<file path="src/rtl/spi_slave_regif_pkg.sv">
// rtl/spi_slave_regif_pkg.sv - shared frame constants, FSM state encoding and helpers for the SPI slave
package spi_slave_regif_pkg;

    localparam int SPI_FRAME_BITS = 48;
    localparam int SPI_HDR_BITS   = 16;
    localparam int SPI_DATA_BITS  = 32;

    localparam logic [14:0] SPI_ERR_CLR_ADDR = 15'h7FFF;

    typedef enum logic [2:0] {
        ST_IDLE   = 3'd0,
        ST_HDR    = 3'd1,
        ST_RDWAIT = 3'd2,
        ST_RDATA  = 3'd3,
        ST_WDATA  = 3'd4,
        ST_DONE   = 3'd5
    } spi_state_e;

    // Increment that sticks at all-ones instead of wrapping
    function automatic logic [15:0] sat_inc16(input logic [15:0] v);
        return (v == 16'hFFFF) ? v : v + 16'd1;
    endfunction

endpackage

</file>
<file path="src/rtl/spi_slave_regif_if.sv">
// rtl/spi_slave_regif_if.sv - register-side bus between the SPI slave and the register blocks
interface spi_slave_regif_if;
    import spi_slave_regif_pkg::*;

    logic [15:0]              addr;
    logic [SPI_DATA_BITS-1:0] data_mosi;
    logic                     data_mosi_rdy;
    logic                     rd_req;
    logic [SPI_DATA_BITS-1:0] rd_data;

    modport master (
        output addr,
        output data_mosi,
        output data_mosi_rdy,
        output rd_req,
        input  rd_data
    );

    modport slave (
        input  addr,
        input  data_mosi,
        input  data_mosi_rdy,
        input  rd_req,
        output rd_data
    );

endinterface

</file>
<file path="src/rtl/spi_sync_edge.sv">
// rtl/spi_sync_edge.sv - multi-flop synchronizer with rise/fall detection on the synchronized level
module spi_sync_edge #(
    parameter int   STAGES  = 2,
    parameter logic RST_VAL = 1'b0
) (
    input  logic clk,
    input  logic rst_n,
    input  logic din,
    output logic dout,
    output logic rise,
    output logic fall
);

    logic [STAGES-1:0] sync_q, sync_d;
    logic              prev_q, prev_d;

    // Shift the raw input through the chain; keep one delayed copy of the synchronized level
    always_comb begin
        sync_d = {sync_q[STAGES-2:0], din};
        prev_d = sync_q[STAGES-1];
    end

    // Synchronizer and edge-history registers
    always_ff @(posedge clk or negedge rst_n) begin
        if (!rst_n) begin
            sync_q <= {STAGES{RST_VAL}};
            prev_q <= RST_VAL;
        end else begin
            sync_q <= sync_d;
            prev_q <= prev_d;
        end
    end

    assign dout = sync_q[STAGES-1];
    assign rise = dout & ~prev_q;
    assign fall = ~dout & prev_q;

endmodule

</file>
<file path="src/rtl/spi_slave_regif.sv">
// rtl/spi_slave_regif.sv - SPI mode-0 slave turning 48-bit frames into register writes/reads (optional: SPI_ERR_CNT_EN)
module spi_slave_regif
    import spi_slave_regif_pkg::*;
#(
    parameter int SYNC_STAGES = 2,
    parameter int RD_LATENCY  = 1
) (
    input  logic                      clk_100m,
    input  logic                      rst_n_syn,
    input  logic                      spi_sclk,
    input  logic                      spi_cs_n,
    input  logic                      spi_mosi,
    output logic                      spi_miso,
    spi_slave_regif_if.master         bus,
    output logic [15:0]               spi_err_cnt
);

    logic sclk_lvl, sclk_rise, sclk_fall;
    logic cs_lvl, cs_rise, cs_fall;
    logic mosi_s, mosi_rise, mosi_fall;

    spi_sync_edge #(.STAGES(SYNC_STAGES), .RST_VAL(1'b0)) u_sync_sclk (
        .clk   (clk_100m),
        .rst_n (rst_n_syn),
        .din   (spi_sclk),
        .dout  (sclk_lvl),
        .rise  (sclk_rise),
        .fall  (sclk_fall)
    );

    spi_sync_edge #(.STAGES(SYNC_STAGES), .RST_VAL(1'b1)) u_sync_cs (
        .clk   (clk_100m),
        .rst_n (rst_n_syn),
        .din   (spi_cs_n),
        .dout  (cs_lvl),
        .rise  (cs_rise),
        .fall  (cs_fall)
    );

    spi_sync_edge #(.STAGES(SYNC_STAGES), .RST_VAL(1'b0)) u_sync_mosi (
        .clk   (clk_100m),
        .rst_n (rst_n_syn),
        .din   (spi_mosi),
        .dout  (mosi_s),
        .rise  (mosi_rise),
        .fall  (mosi_fall)
    );

    // Only edges of sclk/cs_n and the level of mosi drive the FSM
    logic unused_sync;
    assign unused_sync = ^{sclk_lvl, cs_lvl, mosi_rise, mosi_fall};

    spi_state_e                state_q, state_d;
    logic [4:0]                bit_cnt_q, bit_cnt_d;
    logic [30:0]               rx_q, rx_d;
    logic [30:0]               tx_q, tx_d;
    logic [1:0]                wait_q, wait_d;
    logic                      miso_q, miso_d;
    logic [15:0]               addr_q, addr_d;
    logic [SPI_DATA_BITS-1:0]  data_q, data_d;
    logic                      rdy_q, rdy_d;
    logic                      rd_req_q, rd_req_d;
    logic [SYNC_STAGES:0]      arm_q, arm_d;
    logic [31:0]               rx_shift;
    logic                      armed;
    logic                      abort;

    // The cs_n synchronizer resets high, so a low cs_n at reset release looks like a fall;
    // hold off frame starts until the chain holds real samples so such a frame is ignored
    assign armed = arm_q[SYNC_STAGES];
    assign rx_shift = {rx_q, mosi_s};

    // Frame sequencing: header collection, read fetch/shift-out, write collection, abort
    always_comb begin
        state_d   = state_q;
        bit_cnt_d = bit_cnt_q;
        rx_d      = rx_q;
        tx_d      = tx_q;
        wait_d    = wait_q;
        miso_d    = miso_q;
        addr_d    = addr_q;
        data_d    = data_q;
        rdy_d     = 1'b0;
        rd_req_d  = 1'b0;
        arm_d     = {arm_q[SYNC_STAGES-1:0], 1'b1};
        abort     = 1'b0;

        case (state_q)
            ST_IDLE: begin
                miso_d = 1'b0;
                if (cs_fall && armed) begin
                    bit_cnt_d = '0;
                    state_d   = ST_HDR;
                end
            end
            ST_HDR: begin
                if (cs_rise) begin
                    abort = 1'b1;
                end else if (sclk_rise) begin
                    rx_d = rx_shift[30:0];
                    if (bit_cnt_q == 5'(SPI_HDR_BITS - 1)) begin
                        addr_d    = {1'b0, rx_shift[14:0]};
                        bit_cnt_d = '0;
                        if (rx_shift[15]) begin
                            rd_req_d = 1'b1;
                            wait_d   = '0;
                            state_d  = ST_RDWAIT;
                        end else begin
                            state_d  = ST_WDATA;
                        end
                    end else begin
                        bit_cnt_d = bit_cnt_q + 5'd1;
                    end
                end
            end
            ST_RDWAIT: begin
                if (cs_rise) begin
                    abort = 1'b1;
                end else if (wait_q == 2'(RD_LATENCY)) begin
                    tx_d    = bus.rd_data[30:0];
                    miso_d  = bus.rd_data[31];
                    state_d = ST_RDATA;
                end else begin
                    wait_d = wait_q + 2'd1;
                end
            end
            ST_RDATA: begin
                if (cs_rise) begin
                    abort = 1'b1;
                end else begin
                    // The fall closing the header's last bit must not shift: bit 31 is already out
                    if (sclk_fall && (bit_cnt_q != '0)) begin
                        miso_d = tx_q[30];
                        tx_d   = {tx_q[29:0], 1'b0};
                    end
                    if (sclk_rise) begin
                        if (bit_cnt_q == 5'(SPI_DATA_BITS - 1)) begin
                            state_d = ST_DONE;
                        end
                        bit_cnt_d = bit_cnt_q + 5'd1;
                    end
                end
            end
            ST_WDATA: begin
                if (cs_rise) begin
                    abort = 1'b1;
                end else if (sclk_rise) begin
                    rx_d = rx_shift[30:0];
                    if (bit_cnt_q == 5'(SPI_DATA_BITS - 1)) begin
                        data_d  = rx_shift;
                        rdy_d   = 1'b1;
                        state_d = ST_DONE;
                    end else begin
                        bit_cnt_d = bit_cnt_q + 5'd1;
                    end
                end
            end
            ST_DONE: begin
                if (cs_rise) begin
                    miso_d  = 1'b0;
                    state_d = ST_IDLE;
                end
            end
            default: begin
                state_d = ST_IDLE;
            end
        endcase

        if (abort) begin
            miso_d  = 1'b0;
            state_d = ST_IDLE;
        end
    end

    // FSM, shift registers and register-bus outputs
    always_ff @(posedge clk_100m or negedge rst_n_syn) begin
        if (!rst_n_syn) begin
            state_q   <= ST_IDLE;
            bit_cnt_q <= '0;
            rx_q      <= '0;
            tx_q      <= '0;
            wait_q    <= '0;
            miso_q    <= 1'b0;
            addr_q    <= '0;
            data_q    <= '0;
            rdy_q     <= 1'b0;
            rd_req_q  <= 1'b0;
            arm_q     <= '0;
        end else begin
            state_q   <= state_d;
            bit_cnt_q <= bit_cnt_d;
            rx_q      <= rx_d;
            tx_q      <= tx_d;
            wait_q    <= wait_d;
            miso_q    <= miso_d;
            addr_q    <= addr_d;
            data_q    <= data_d;
            rdy_q     <= rdy_d;
            rd_req_q  <= rd_req_d;
            arm_q     <= arm_d;
        end
    end

`ifdef SPI_ERR_CNT_EN
    logic [15:0] err_cnt_q, err_cnt_d;
    logic        err_clr;

    assign err_clr = rdy_d & (addr_q[14:0] == SPI_ERR_CLR_ADDR);

    // Saturating aborted-frame count; a completed write to the clear address zeroes it
    always_comb begin
        err_cnt_d = err_cnt_q;
        if (err_clr) begin
            err_cnt_d = '0;
        end else if (abort) begin
            err_cnt_d = sat_inc16(err_cnt_q);
        end
    end

    // Error counter register
    always_ff @(posedge clk_100m or negedge rst_n_syn) begin
        if (!rst_n_syn) begin
            err_cnt_q <= '0;
        end else begin
            err_cnt_q <= err_cnt_d;
        end
    end

    assign spi_err_cnt = err_cnt_q;
`else
    assign spi_err_cnt = '0;
`endif

    assign spi_miso          = miso_q;
    assign bus.addr          = addr_q;
    assign bus.data_mosi     = data_q;
    assign bus.data_mosi_rdy = rdy_q;
    assign bus.rd_req        = rd_req_q;

endmodule

</file>
<file path="src/flat_wrapper.sv">
// flat-port wrapper written by rule: the top's interface ports become plain ports
module spi_slave_regif_flat import spi_slave_regif_pkg::*;
#(
    parameter int SYNC_STAGES = 2,
    parameter int RD_LATENCY  = 1
)
  (clk_100m, rst_n_syn, spi_sclk, spi_cs_n, spi_mosi, spi_miso, spi_err_cnt, bus_addr, bus_data_mosi, bus_data_mosi_rdy, bus_rd_req, bus_rd_data);
  spi_slave_regif_if bus_i ();
  input  logic clk_100m;
  input  logic rst_n_syn;
  input  logic spi_sclk;
  input  logic spi_cs_n;
  input  logic spi_mosi;
  output logic spi_miso;
  output logic [15:0] spi_err_cnt;
  output wire logic [$bits(bus_i.addr)-1:0] bus_addr;
  output wire logic [$bits(bus_i.data_mosi)-1:0] bus_data_mosi;
  output wire logic [$bits(bus_i.data_mosi_rdy)-1:0] bus_data_mosi_rdy;
  output wire logic [$bits(bus_i.rd_req)-1:0] bus_rd_req;
  input wire logic [$bits(bus_i.rd_data)-1:0] bus_rd_data;
  assign bus_addr = bus_i.addr;
  assign bus_data_mosi = bus_i.data_mosi;
  assign bus_data_mosi_rdy = bus_i.data_mosi_rdy;
  assign bus_rd_req = bus_i.rd_req;
  assign bus_i.rd_data = bus_rd_data;
  spi_slave_regif #(.SYNC_STAGES(SYNC_STAGES), .RD_LATENCY(RD_LATENCY)) u_core (.clk_100m(clk_100m), .rst_n_syn(rst_n_syn), .spi_sclk(spi_sclk), .spi_cs_n(spi_cs_n), .spi_mosi(spi_mosi), .spi_miso(spi_miso), .bus(bus_i), .spi_err_cnt(spi_err_cnt));
endmodule
</file>
<file path="config.mk">
export PLATFORM = sky130hd
export DESIGN_NAME = spi_slave_regif_flat
export DESIGN_NICKNAME = d
export VERILOG_FILES = /design/src/rtl/spi_slave_regif_pkg.sv /design/src/rtl/spi_slave_regif_if.sv /design/src/rtl/spi_sync_edge.sv /design/src/rtl/spi_slave_regif.sv /design/src/flat_wrapper.sv
export SDC_FILE = /design/constraint.sdc
export NUM_CORES = 1
export LEC_CHECK = 0
export CAP_MARGIN = 5
export CORE_MARGIN = 4
export CORE_UTILIZATION = 52
export CTS_CLUSTER_SIZE = 30
export DETAILED_ROUTE_END_ITERATION = 10
export GPL_ROUTABILITY_DRIVEN = 0
export HOLD_SLACK_MARGIN = 0.05
export PLACE_DENSITY = 0.89
export SYNTH_ARGS = -nofsm -noshare
export SYNTH_HDL_FRONTEND = slang
export SYNTH_SLANG_ARGS = --single-unit
</file>
<file path="constraint.sdc">
create_clock -name clk_100m -period 3 [get_ports clk_100m]
set_input_delay 0.45 -clock clk_100m [delete_from_list [all_inputs] [get_ports clk_100m]]
set_output_delay 0.45 -clock clk_100m [all_outputs]
set_load 0.02 [all_outputs]
</file>
Word-level counts from Yosys, hierarchy flattened
Index checks and enable logic that the tools add are counted.
{"block": "totals", "register_bits": 133, "latchBits": 0, "mem_bits_rw": 0, "mem_bits_ro": 0, "in_bits": 37, "out_inout_bits": 67, "word_cells": 133, "memories": 0}
{"block": "op_classes", "add_sub_neg": 2, "mul": 0, "div_mod_pow": 0, "order_cmp": 0, "eq_ne": 34, "n_shift": 0, "n_mux": 53, "n_bitwise": 9, "n_reduce_logical": 19}
{"cell": "$mux W31", "n": 4}
{"cell": "$pmux W31 S2", "n": 1}
{"cell": "$mux W5", "n": 9}
{"cell": "$mux W3", "n": 12}
{"cell": "$ne A3 B1 Y1 const B", "n": 8}
{"cell": "$pmux W5 S4", "n": 1}
{"cell": "$mux W1", "n": 17}
{"cell": "$ne A2 B1 Y1 const B", "n": 8}
{"cell": "$pmux W3 S5", "n": 1}
{"cell": "$mux W2", "n": 6}
{"cell": "$ne A2 B2 Y1 const B", "n": 6}
{"cell": "$ne A3 B3 Y1 const B", "n": 4}
{"cell": "$reduce_and A10 Y1", "n": 1}
{"cell": "$reduce_bool A5 Y1", "n": 2}
{"cell": "$reduce_and A9 Y1", "n": 1}
{"cell": "$reduce_and A4 Y1", "n": 2}
{"cell": "$reduce_and A7 Y1", "n": 1}
{"cell": "$eq A3 B2 Y1 const B", "n": 2}
{"cell": "$eq A3 B3 Y1 const B", "n": 2}
{"cell": "$reduce_and A6 Y1", "n": 1}
{"cell": "$add A5 B1 Y5 const B", "n": 1}
{"cell": "$eq A5 B4 Y1 const B", "n": 1}
{"cell": "$eq A5 B5 Y1 const B", "n": 1}
{"cell": "$not A1 Y1", "n": 5}
{"cell": "other kinds (14)", "n": 20}

Longest topological paths before layout
{"block": "depth", "ltp_word": 7, "ltp_mapped": 8, "ltp_nobuf": 7}

Modules after synthesis
A second synthesis with hierarchy kept.
{"block": "hier_totals", "hier_cells": 422, "hier_area_um2": 6063.3}
{"mod": "spi_slave_regif", "n_inst": 1, "cells_per_inst": 407, "area_per_inst_um2": 5789.3, "seq_area_each_um2": 3128.0}
{"mod": "spi_sync_edge at u_core.u_sync_mosi ...", "n_inst": 2, "cells_per_inst": 5, "area_per_inst_um2": 90.1, "seq_area_each_um2": 75.1}
{"mod": "spi_sync_edge at u_core.u_sync_cs", "n_inst": 1, "cells_per_inst": 5, "area_per_inst_um2": 93.8, "seq_area_each_um2": 78.8}

Least setup slack after synthesis
OpenSTA, ideal clock, no wires.
{"block": "synth_path", "kind": "register to register", "startpoint": "reg u_core.bit_cnt_q[0]", "endpoint": "reg u_core.bit_cnt_q[0]", "setup_ns": 0.127, "arrival_time_ns": 2.295, "required_ns": 2.873, "slack_ns": 0.577, "path_stages_with_launch": 9, "path_buffers": 1, "period_less_slack_ns": 2.423, "cell_sequence": "dfrtp_1 > ha_1 > and3_1 > ha_1 > or4b_1 > nor3_1 > or3_1 > buf_2 > mux2_1"}
{"block": "synth_via", "elab_chain_cells": 5, "elab_cells_between_ends": 14, "classes_between": "add/sub (1); eq/ne (3); mux (9); reduce/logical (1)"}
{"item": "start, declared", "line": "spi_slave_regif.sv:54", "rtl": "logic [4:0] bit_cnt_q, bit_cnt_d;"}
{"item": "start signal, assigned", "line": "spi_slave_regif.sv:191", "rtl": "bit_cnt_q <= bit_cnt_d;"}
{"item": "$add A5 B1 Y5 / $eq A5 B4 Y1 (equally long branches)"}
{"item": "$mux W5, on equally long branches", "line": "spi_slave_regif.sv:149, spi_slave_regif.sv:101"}
{"item": "$mux W5, on equally long branches", "line": "spi_slave_regif.sv:147, spi_slave_regif.sv:99"}
{"item": "$mux W5, on equally long branches", "line": "spi_slave_regif.sv:145, spi_slave_regif.sv:97"}
{"item": "$pmux W5 S4", "line": "spi_slave_regif.sv:88", "rtl": "case (state_q)"}
Parallel ways exist; a longest one is shown, timed or not. The select of a mux whose other input is x is not followed.
A chain may end at the register's enable or synchronous reset.

Worst setup path in the final report
{"block": "layout_path", "startpoint": "reg u_core.bit_cnt_q[0]", "endpoint": "reg u_core.bit_cnt_q[4]"}
Same word-level chain as after synthesis.

==> out/qor.txt <==
CLOCK TREE
------------------------------------------------------------------------------------------
# resized after CTS .........................................................            0
Clock edge transition at the registers on the reported setup and hold paths .      0.06 ns
CTS tree ....................................................................         done
CTS hold repair buffers .....................................................            0
H-tree depth ................................................................            4
Root buf cell ...............................................................     clkbuf_8
Buffers from clock root to sink, at most ....................................            2
Post CTS Setup Buffer Count .................................................            0
Insertion delay of the later-clocked pin in the worst-skew pair .............      0.51 ns
Number of clock sinks .......................................................          133
Total CTS buffers ...........................................................           17

DIE
------------------------------------------------------------------------------------------
Starting utilization of the core area .......................................        0.531
Overall die height ..........................................................       113 um
Die Span X ..................................................................       113 um
Number of ports placed on the die boundary ..................................          104
Die area ....................................................................   0.0128 mm2
Floorplan core area .........................................................   0.0108 mm2
Cell row count ..............................................................           38

LAYOUT
------------------------------------------------------------------------------------------
Fraction of final layout cells with drive strength greater than 1 ...........        0.232
Nets ........................................................................          573
Layout Cell Area excl Fill ..................................................  0.00726 mm2
Final standard cell count with taps included and fillers excluded ...........          683
Antenna diode count .........................................................            0
Layout area overhead ........................................................        26.1%

GLOBAL ROUTING
------------------------------------------------------------------------------------------
Grt total ovfl ..............................................................            0
All-layer global routing usage ..............................................        0.182
Number of global-route vias before repair ...................................        3,808
Pin count of the biggest net entering global routing ........................          123
Number of antenna violations at the first check in global routing ...........            0
First-pass GRT wire length ..................................................      18.7 mm

CRITICAL PATH
------------------------------------------------------------------------------------------
Startpoint Class ............................................................         flop
Register-to-register setup slack ............................................      0.39 ns
CP Data Required Time .......................................................      3.39 ns
Critical path buffers and inverters .........................................            0
Family with the most delay on the worst path ................................ simple AND/OR/NAND/NOR gates
Logic depth of the worst register-to-register path ..........................            7
Data arrival, critical path .................................................      2.99 ns
Cell Chain, Critical Path ................................................... ha_1 > and3_1 > ha_1 > or4b_1 > nor3_1 > or3_1 > mux2_1
Cell repeated most along the worst path .....................................         ha_1
Maximum fanout along the worst path .........................................            5
R2r endpoint ................................................................ u_core.bit_cnt_q[4]
Slowest cell on crit path ...................................................       or4b_1
Start-to-end type of the worst setup path ...................................   reg -> reg
Crit-path max cell delay ....................................................      0.48 ns
Critical Path Sink Type .....................................................         flop
Launching point of the worst reg2reg path ................................... u_core.bit_cnt_q[0]

RUN
------------------------------------------------------------------------------------------
Max Cap Viol ................................................................            0

SYNTHESIS
------------------------------------------------------------------------------------------
Simple-gate area share of the yosys netlist .................................       0.0556
Seq/Total Area, Yosys .......................................................        0.579
Register bit total from synthesis ...........................................          133
Most instantiated flip-flop cell in the synthesis netlist ...................      dfrtp_1
Syn avg cell area ...........................................................     13.0 um2
Synth Area in XOR/XNOR ......................................................            0
Ranking of synthesized cells by area ........................................ dfrtp_1 56%, mux2_2 15%, o21ai_0 5.7%
Post-synthesis compound-gate area fraction ..................................       0.0852
Area of the mapped netlist ..................................................  0.00576 mm2
Cell taking the most area after synthesis ...................................      dfrtp_1
Post-Synthesis Cells ........................................................          444
Commonest cells post-synth .................................................. 130 x dfrtp_1, 78 x mux2_2, 66 x o21ai_0
YS warnings .................................................................            0
Post-Synth Adder-Cell Area ..................................................       0.0130
Multiplexer share of the synthesized area ...................................        0.216
Main combinational cell family by area after synthesis ...................... multiplexers
Cell with the most instances after synthesis ................................      dfrtp_1
Ys async rst share ..........................................................         1.00
Number of enable-type register cells in the synthesized netlist .............            0
Distinct cell type count after synthesis ....................................           46
Share of the synthesized area in the top cell type ..........................        0.565

DRT
------------------------------------------------------------------------------------------
Antenna Nets Post-Route .....................................................            0
TritonRoute pass-1 iters ....................................................            5
Total Wirelength ............................................................      11.2 mm
Iteration-0 DRC Markers .....................................................          190
Avg WL per Cell .............................................................      16.4 um
Post-DR vias/cell ...........................................................         5.42
DRC viols ...................................................................            0
Total vias in the final route ...............................................        3,701

PLACEMENT
------------------------------------------------------------------------------------------
Cells after DPL .............................................................          651
Count of port buffers added during placement ................................           86
Half-perimeter wire length after detailed placement .........................      7.26 mm
Placed Area .................................................................  0.00668 mm2

STA
------------------------------------------------------------------------------------------
Max-slew violations .........................................................            0
Worst clock skew on the final layout ........................................   0.00879 ns
Tmin final ..................................................................      2.61 ns
Headroom to the max-slew limit ..............................................        0.279
Min Hold Slack ..............................................................    0.0638 ns
Maximum frequency from static timing analysis ...............................      383 MHz
Final total negative setup slack ............................................         0 ns
Final-report hold violation count ...........................................            0
Number of setup violations in the final report ..............................            0
Transition time of the tightest slew-check pin ..............................      1.08 ns
Setup repair after global routing missed its margin .........................        false
Period Utilization, post-route ..............................................        0.870

OUTCOME
------------------------------------------------------------------------------------------
Status ......................................................................    completed

PWR
------------------------------------------------------------------------------------------
Post-layout total power .....................................................      4.51 mW
Pwr Density .................................................................   622 mW/mm2
VDD IR max ..................................................................       344 uV
Static leakage ..............................................................      3.38 nW

MIN PATH
------------------------------------------------------------------------------------------
Min-delay worst type ........................................................  in -> async

## cells by family after synthesis
family	Yosys count
AOI/OAI and AO/OA	88
adders and majority gates	6
buffers and inverters	51
DFF	133
muxes	114
other	2
and+or+nand+nor	50
## placed cells by master, fill, tap and decap left out, types with 6 or more instances in the layout
master             n
mux2i_1           31
clkbuf_16         16
conb_1            18
nor2b_1            7
clkdlybuf4s50_1   85
buf_4              9
nor2_1             9
mux2_2            78
dfrtp_1          130
o21ai_0           66
inv_1              7
nand2b_1           8
ha_1               6
## worst max-delay path by stage
stage | from | endpoint | slack, ns | cells after the start
after floorplan | u_core.bit_cnt_q[0] | u_core.bit_cnt_q[0] | 0.58 | 8
after global placement | u_core.bit_cnt_q[0] | u_core.bit_cnt_q[0] | 0.50 | 7
after detailed placement | u_core.bit_cnt_q[0] | u_core.bit_cnt_q[0] | 0.42 | 7
after CTS | u_core.bit_cnt_q[0] | u_core.bit_cnt_q[4] | 0.38 | 7
after global routing | u_core.bit_cnt_q[0] | u_core.bit_cnt_q[4] | 0.23 | 7
final | u_core.bit_cnt_q[0] | u_core.bit_cnt_q[4] | 0.39 | 7
## cell type report
cell class / count / area [um2]
Inverter: 7 / 26.3
Sequential cell: 133 / 3330
Multi-Input combinational cell: 276 / 2210
Clock inverter: 11 / 124
Fill cell: 762 / 3580
Timing Repair Buffer: 95 / 930
Clock buffer: 21 / 459
Tap cell: 140 / 175
## metal layers
metal  track usage  routed length, um
met3        0.0578                653
met2         0.290               5500
met1         0.236               4880
met4        0.0609                154
met5             0                  0
## through the flow
stage / utilization / setup WS (ns)
after global routing: 0.670 / 0.232
after floorplan: - / 0.577
after CTS: 0.670 / 0.382
after global placement: 0.616 / 0.504
after detailed placement: 0.616 / 0.417
final: 0.670 / 0.391
## power breakdown
group | total (mW) | switching, mW | internal, mW
sequential | 2.03 | 0.133 | 1.89
combinational | 0.491 | 0.253 | 0.237
clock | 2.00 | 0.748 | 1.25
## state kept, by name (all words and copies together), names as in the netlist, 3 cells and up
signal / count
u_core.rx_q: 31
u_core.tx_q: 31
u_core.arm_q: 3
u_core.bus.addr: 15
u_core.bit_cnt_q: 5
u_core.bus.data_mosi: 32
u_core.state_q: 3
(Power assumes the default switching activity.)
